`config.mk`:
```
export PLATFORM = sky130hd
export DESIGN_NAME = ru_seq_ctrl_flat
export DESIGN_NICKNAME = d
export VERILOG_FILES = /design/src/rtl/ru_seq_ctrl_if.sv /design/src/rtl/ru_seq_ctrl.sv /design/src/flat_wrapper.sv
export SDC_FILE = /design/constraint.sdc
export NUM_CORES = 1
export LEC_CHECK = 0
export CORE_MARGIN = 1.5
export CORE_UTILIZATION = 40
export DETAILED_ROUTE_END_ITERATION = 12
export PLACE_DENSITY = 0.82
export SYNTH_ARGS = -nofsm -noshare
export SYNTH_HDL_FRONTEND = slang
export SYNTH_SLANG_ARGS = --single-unit
```
`constraint.sdc`:
```
create_clock -name clk_i -period 1.82 [get_ports clk_i]
set_input_delay 0.182 -clock clk_i [delete_from_list [all_inputs] [get_ports clk_i]]
set_output_delay 0.182 -clock clk_i [all_outputs]
set_load 0.02 [all_outputs]
```
`src/rtl/ru_seq_ctrl_if.sv`:
```
// Request/result handshake bundle between the function-request front end and ru_seq_ctrl.
// The front end is the master; the sequencer is the slave.
interface ru_seq_ctrl_if #(
  parameter int W = 16
);
  logic         in_valid;
  logic         in_ready;
  logic [1:0]   in_op;
  logic [W-1:0] in_x;
  logic         out_valid;
  logic         out_ready;
  logic [W-1:0] out_res;
  logic [W-1:0] out_aux;

  modport master (
    output in_valid, in_op, in_x, out_ready,
    input  in_ready, out_valid, out_res, out_aux
  );

  modport slave (
    input  in_valid, in_op, in_x, out_ready,
    output in_ready, out_valid, out_res, out_aux
  );
endinterface

```
`src/rtl/ru_seq_ctrl.sv`:
```
// Steps one combinational ru instance through a fixed per-op schedule of {s_mux, s_mult},
// feeding each step's outputs back as the next step's inputs.
module ru_seq_ctrl #(
  parameter int FIX_POINT_WIDTH = 16,
  parameter int Bf              = 8
) (
  input  logic                       clk_i,
  input  logic                       rst_i,
  ru_seq_ctrl_if.slave               bus,
  output logic                       busy_o,
  output logic [FIX_POINT_WIDTH-1:0] ru_in0_o,
  output logic [FIX_POINT_WIDTH-1:0] ru_in1_o,
  output logic                       ru_s_mux_o,
  output logic [2:0]                 ru_s_mult_o,
  input  logic [FIX_POINT_WIDTH-1:0] ru_out0_i,
  input  logic [FIX_POINT_WIDTH-1:0] ru_out1_i
);

  localparam int W = FIX_POINT_WIDTH;

  // Bf only has to be consistent with the ru instance; no arithmetic depends on it here.
  if (Bf < 0 || Bf >= W) begin : g_bad_bf
    $error("ru_seq_ctrl: Bf must lie in [0, FIX_POINT_WIDTH)");
  end

  typedef enum logic [1:0] {
    IDLE = 2'd0,
    RUN  = 2'd1,
    DONE = 2'd2
  } state_e;

  state_e         state_q;
  logic [1:0]     op_q;
  logic [1:0]     step_q;
  logic [W-1:0]   a0_q;
  logic [W-1:0]   a1_q;
  logic [3:0]     sel;

  // Schedule ROM, {s_mux, s_mult}; op N runs N+1 steps so its last step index equals op.
  function automatic logic [3:0] schedSel(input logic [1:0] op, input logic [1:0] step);
    logic [3:0] s;
    s = 4'd0;
    case (op)
      2'd0: s = 4'b0_000;
      2'd1: s = (step == 2'd0) ? 4'b0_001 : 4'b1_001;
      2'd2: begin
        case (step)
          2'd0:    s = 4'b0_010;
          2'd1:    s = 4'b1_011;
          default: s = 4'b1_100;
        endcase
      end
      default: begin
        case (step)
          2'd0:    s = 4'b0_101;
          2'd1:    s = 4'b1_110;
          2'd2:    s = 4'b1_110;
          default: s = 4'b1_111;
        endcase
      end
    endcase
    return s;
  endfunction

  always_ff @(posedge clk_i) begin
    if (rst_i) begin
      state_q <= IDLE;
      op_q    <= 2'd0;
      step_q  <= 2'd0;
      a0_q    <= '0;
      a1_q    <= '0;
    end else begin
      case (state_q)
        IDLE: begin
          if (bus.in_valid) begin
            op_q    <= bus.in_op;
            step_q  <= 2'd0;
            a0_q    <= bus.in_x;
            a1_q    <= '0;
            state_q <= RUN;
          end
        end
        RUN: begin
          a0_q <= ru_out0_i;
          a1_q <= ru_out1_i;
          if (step_q == op_q) begin
            state_q <= DONE;
          end else begin
            step_q <= step_q + 2'd1;
          end
        end
        DONE: begin
          if (bus.out_ready) begin
            state_q <= IDLE;
          end
        end
        default: state_q <= IDLE;
      endcase
    end
  end

  // Everything below decodes straight from registered state, so ru sees stable inputs all cycle.
  assign sel           = (state_q == RUN) ? schedSel(op_q, step_q) : 4'd0;
  assign ru_in0_o      = (state_q == RUN) ? a0_q : '0;
  assign ru_in1_o      = (state_q == RUN) ? a1_q : '0;
  assign ru_s_mux_o    = sel[3];
  assign ru_s_mult_o   = sel[2:0];

  assign bus.in_ready  = (state_q == IDLE);
  assign bus.out_valid = (state_q == DONE);
  assign bus.out_res   = (state_q == DONE) ? a0_q : '0;
  assign bus.out_aux   = (state_q == DONE) ? a1_q : '0;
  assign busy_o        = (state_q == RUN) || (state_q == DONE);

endmodule

```
`src/flat_wrapper.sv`:
```
// flat-port wrapper written by rule: the top's interface ports become plain ports
module ru_seq_ctrl_flat 
#(
  parameter int FIX_POINT_WIDTH = 16,
  parameter int Bf              = 8
)
  (clk_i, rst_i, busy_o, ru_in0_o, ru_in1_o, ru_s_mux_o, ru_s_mult_o, ru_out0_i, ru_out1_i, bus_in_valid, bus_in_op, bus_in_x, bus_out_ready, bus_in_ready, bus_out_valid, bus_out_res, bus_out_aux);
  ru_seq_ctrl_if #(.W((16))) bus_i ();
  input  logic clk_i;
  input  logic rst_i;
  output logic busy_o;
  output logic [FIX_POINT_WIDTH-1:0] ru_in0_o;
  output logic [FIX_POINT_WIDTH-1:0] ru_in1_o;
  output logic ru_s_mux_o;
  output logic [2:0] ru_s_mult_o;
  input  logic [FIX_POINT_WIDTH-1:0] ru_out0_i;
  input  logic [FIX_POINT_WIDTH-1:0] ru_out1_i;
  input wire logic [$bits(bus_i.in_valid)-1:0] bus_in_valid;
  input wire logic [$bits(bus_i.in_op)-1:0] bus_in_op;
  input wire logic [$bits(bus_i.in_x)-1:0] bus_in_x;
  input wire logic [$bits(bus_i.out_ready)-1:0] bus_out_ready;
  output wire logic [$bits(bus_i.in_ready)-1:0] bus_in_ready;
  output wire logic [$bits(bus_i.out_valid)-1:0] bus_out_valid;
  output wire logic [$bits(bus_i.out_res)-1:0] bus_out_res;
  output wire logic [$bits(bus_i.out_aux)-1:0] bus_out_aux;
  assign bus_i.in_valid = bus_in_valid;
  assign bus_i.in_op = bus_in_op;
  assign bus_i.in_x = bus_in_x;
  assign bus_i.out_ready = bus_out_ready;
  assign bus_in_ready = bus_i.in_ready;
  assign bus_out_valid = bus_i.out_valid;
  assign bus_out_res = bus_i.out_res;
  assign bus_out_aux = bus_i.out_aux;
  ru_seq_ctrl #(.FIX_POINT_WIDTH(FIX_POINT_WIDTH), .Bf(Bf)) u_core (.clk_i(clk_i), .rst_i(rst_i), .bus(bus_i), .busy_o(busy_o), .ru_in0_o(ru_in0_o), .ru_in1_o(ru_in1_o), .ru_s_mux_o(ru_s_mux_o), .ru_s_mult_o(ru_s_mult_o), .ru_out0_i(ru_out0_i), .ru_out1_i(ru_out1_i));
endmodule
```
Word level (Yosys, flattened, before mapping). Index checks and enable logic that the tools add are counted.

Register bits: 38. Bits in latches: 0. Memory bits (writable): 0. ROM bits: 0. Input port bits: 54. Output and inout bits: 71. Memories: 0.

Add/subtract/negate cells: 1. Multiply operators: 0. Divide/modulo/power cells: 0. $lt $le $gt $ge: 0. Equal/unequal tests: 11. Shifts and indexed selects: 0. Multiplexer cells: 20. Bitwise operators: 0. Reduce and logical (&&, ||, !) cells: 10.

Operator list (number): 16-bit two-way mux (6); 16-bit case mux with 2 select lines (2); 4-bit case mux with 2 select lines (2); 4-bit case mux with 3 select lines (1); 2-bit two-way mux (5); 4-bit two-way mux (2); 2-bit by 1-bit == test with 1-bit output, second input constant (3); 2-bit == test, second input constant (3); 2-bit zero test (3); 2-bit != test, second input constant (3); 2-bit case mux with 3 select lines (1); 3-bit AND reduction (2); 2-bit case mux with 2 select lines (1); 2-bit AND reduction (2); 2-bit by 1-bit adder with 2-bit output, second input constant (1); 2-bit == test (1); 2-bit by 1-bit != test with 1-bit output, second input constant (1); 2-bit nonzero test (1); 2-bit OR reduction (1); 1-bit logical OR (1).

Depth between registers and ports, before layout. Gate-level depths: netlist (run 1).

Word-level depth: 5. Mapped depth: 9.

Least setup slack after synthesis (run 1). No wires, ideal clock.

Kind: reg-to-reg. From: register u_core.state_q[0]. To: register u_core.a0_q[10]. Library setup time: 0.144 ns. Data arrival time: 1.482 ns. Required time: 1.676 ns. Slack: 0.194 ns. Cell stages (with the launch flop): 8. Path buffers: 2. Clock period less this slack: 1.626 ns. Cells stage by stage: dfxtp_1 > inv_1 > ha_1 > buf_6 > mux2_4 > buf_6 > nor2_1 > a211oi_2.

Longest elaborated chain between the ends: 3. Elaborated cells between the ends (all ways): 6. Classes of those cells: eq/ne (2); mux (1); reduce/logical (3).

Ends and longest elaborated chain: from (decl) (RTL line ru_seq_ctrl.sv:32) `state_e state_q;`; from (signal assigned) (RTL line ru_seq_ctrl.sv:67) `state_q <= IDLE;`; from (signal assigned) (RTL line ru_seq_ctrl.sv:80) `state_q <= RUN;`; from (signal assigned) (RTL line ru_seq_ctrl.sv:87) `state_q <= DONE;`; 2-bit zero test *; via bus_in_ready (RTL line flat_wrapper.sv:22) `output wire logic [$bits(bus_i.in_ready)-1:0] bus_in_ready;`; 2-bit != test (no source line) / 2-bit nonzero test (equally long branches); 2-bit AND reduction (no source line); to (signal assigned) (RTL line ru_seq_ctrl.sv:78) `a0_q <= bus.in_x;`; to (signal assigned) (RTL line ru_seq_ctrl.sv:84) `a0_q <= ru_out0_i;`; to (decl) (RTL line ru_seq_ctrl.sv:35) `logic [W-1:0] a0_q;`.

Mark *: on every way through the listed nets, which the timed path passes. The rest lies on a longest branch. A chain may end at the register's enable or synchronous reset.

Worst setup path after layout (run 1).
From: register u_core.state_q[1]. To: output ru_in0_o[6].

Longest elaborated chain between the ends: 2.

Ends and longest elaborated chain: 2-bit by 1-bit == test with 1-bit output (RTL line ru_seq_ctrl.sv:104) `assign ru_in0_o = (state_q == RUN) ? a0_q : '0;`; 16-bit two-way mux (RTL line ru_seq_ctrl.sv:104); to (decl) (RTL line flat_wrapper.sv:12) `output logic [FIX_POINT_WIDTH-1:0] ru_in0_o;`.

Every way passes these cells.

==> impl_results.md, run 1 <==
* Syn nets at 320
* Unrepaired setup endpoints after global routing: false
* Critical path type: register to primary output
* CTS tree: yes
* Routed Antenna Nets at 0
* Largest family of logic cells by synthesized area: simple AND/OR/NAND/NOR gates
* Main synth FF type: dfxtp_1
* Worst-case clock buffer depth at 2
* # rows at 27
* Seq/Total Area, Yosys at 32.3%
* Ys async rst share at 0%
* Die area at 6360 µm²
* CP required at 1.64 ns
* Largest area contributor in the netlist: dfxtp_1
* Final nets at 445
* Setup crit start kind: register
* Reg2Reg Depth at 5
* Clock Skew at 0.00831 ns
* Arrival time of the worst setup path at 1.57 ns
* Final Cell Area at 3580 µm²
* Clock transition at path regs at 0.07 ns
* Yosys warning count at 0
* Drt drc at 0
* XOR/XNOR Fraction of Synth Area at 1.06%
* Max_cap viols at 0
* Routing usage on met3 at 4.00%
* Area grow syn2layout at 52.1%
* Storage cell area at 761 µm²
* Largest net degree at the start of global routing at 34
* Worst IR Drop VDD at 0.849 mV
* All-Layer GR Usage at 19.3%
* Non-Filler Instances at 458
* Syn avg cell area at 9.06 µm²
* HP Class: input pin to register
* H-Tree Depth at 2
* PortBufs at 124
* Final RePlAce weighted congestion at 0.729
* Pins Over Slew Limit at 0
* Vias per inst at 4.75
* Clock sink count at 38
* Multi-input logic area at 1420 µm²
* Chip height at 79.7 µm
* Post-synth EDFFs at 0
* Cell area after synthesis at 2360 µm²
* Wire length of the first global-routing pass at 9720 µm
* Final setup viols at 0
* Clock root cell: clkbuf_8
* Initial core utilization at 42.0%
* Worst slew pin tran at 0.511 ns
* Vias at 2177
* Area fraction in compound gates after synthesis at 20.6%
* Worst Hold Depth at 2
* Post-synthesis simple-gate area fraction at 27.3%
* Max-slew headroom at 66.0%
* CP endpoint kind: primary output
* Hold Violations, Final at 0
* Share of the synthesized area in the top cell type at 32.3%
* Post-layout util at 63.9%
* GR Util met1 at 21.1%
* Core area at 5610 µm²
* Most common cell after layout, fill and taps aside: and2_1
* Critical path fanouts, max at 29
* I/O pins at 125
* Max Clk Rate at 572 MHz
* Status: finished clean
* Layout cells sized above 1 at 26.9%
* Setup tns final at 0 ns
* Vias in the first global route at 2092
* Post-DP Area at 3660 µm²
* PD cells at 1260 nW/µm²
* Overflow after GRT at 0
* Synth top area cells: dfxtp_1, and2_1, a211oi_2, mux2i_1, nor2_1
* CTS Buf Count at 5
* Diodes inserted at 0
* Drt total wl at 6190 µm
* Hold_buf cts at 0
* First-pass iteration count of the detailed router at 4
* Yosys cell types at 33
* Clk_lat worst skew at 0.28 ns
* Seq cells post-synth at 38
* Initial DRC count at 46
* Most frequent cells in the layout: and2_1, clkdlybuf4s50_1, clkbuf_2
* Filler Cell Count at 519
* GRT met2 Usage at 37.9%
* Gr busiest metal: met2
* Leak Pwr at 1.55 nW
* Antenna violations before repair at 0
* Syn Inst Count at 260
* Period minus WS final at 1.75 ns
* Post-synthesis mux area share at 7.43%
* Period utilization at 96.1%
* Post-synthesis adder-cell area fraction at 3.19%
* Chip width at 79.7 µm
* Post-Place Cells at 448
* Routed len/inst at 13.5 µm
* DP HPWL at 4760 µm
-- final timing paths --
path	start	endpoint	slack, ns
min reg2reg	u_core.a1_q[13]$_SDFFE_PP0P_	u_core.a1_q[13]$_SDFFE_PP0P_	0.52
min	rst_i	u_core.a1_q[14]$_SDFFE_PP0P_	0.35
max	u_core.state_q[1]$_SDFFE_PP0P_	ru_in0_o[6]	0.07
max reg2reg	u_core.state_q[0]$_SDFFE_PP0P_	u_core.a0_q[4]$_SDFFE_PP0P_	0.21
-- where the power goes --
group / leakage, nW / internal (mW) / switching, mW / total, mW
clock: 0.0472 / 0.304 / 0.286 / 0.590
combinational: 1.19 / 1.20 / 1.48 / 2.67
sequential: 0.312 / 1.08 / 0.163 / 1.24
-- area by class of cell --
class	count	area share, %
clock inverters	2	0.349
clock buffers	6	2.30
multi-input cells	193	39.7
well taps	72	2.51
repair buffers	140	33.2
flip-flops and latches	38	21.2
inverters	7	0.733
-- per-stage QoR --
step	total power [mW]	hold slack, ns	setup slack, ns
CTS	4.42	0.338	0.00250
global placement	3.89	0.504	0.0684
floorplan	3.19	0.316	0.194
global route	4.84	0.358	0.000819
detailed placement	3.95	0.514	0.0283
finish	4.50	0.354	0.0709
-- registers in the layout, indices dropped and copies added (netlist names) --
| register | flops |
|---|---|
| u_core.a0_q | 16 |
| u_core.a1_q | 16 |
| u_core.op_q | 2 |
| u_core.state_q | 2 |
| u_core.step_q | 2 |
-- synth_stat cells (2+ instances only) --
cell type	n
buf_2	2
nor2_1	37
nand3_1	3
dfxtp_1	38
nor2_2	2
and2_1	64
ha_1	6
mux2i_1	16
a22oi_1	6
a21oi_1	8
nand2_1	9
buf_4	3
clkbuf_1	9
buf_6	7
a211oi_1	2
a22oi_2	10
inv_1	7
a211oi_2	16
-- cell families after synthesis --
logic type	after synthesis
and+or+nand+nor	120
xor gates and xnor gates	2
DFF	38
buffers and inverters	29
adders and majority gates	6
muxes	17
AOI/OAI and AO/OA	48
-- metal layers --
layer,up-vias,routed length [µm],share of wire (%)
met5,-,0,0
met4,0,15,0.24
met3,2,407,6.6
met2,68,3190,52
met1,995,2570,42
li1,1112,-,-
-- worst max-delay path, cell delays in order, from the launching register on --
cell,delay (ns)
dfxtp_1,0.33
inv_1,0.08
ha_2,0.24
buf_12,0.19
and2_1,0.14
clkdlybuf4s15_1,0.30
-- repair_timing --
item                                    in CTS  in global routing
pin swaps                                    0                  1
resized for setup                           73                104
setup buffers                                0                  2
endpoints found under the setup margin      70                 77
gates cloned                                 0                  0
Note: power is estimated with default switching activity, not from simulation.
==> inputs of run 2 (changes only) <==
Settings changed: ABC_AREA from default to 0.
==> results of run 2 <==
Final layout, timing and power as in run 1 (identical DEF).
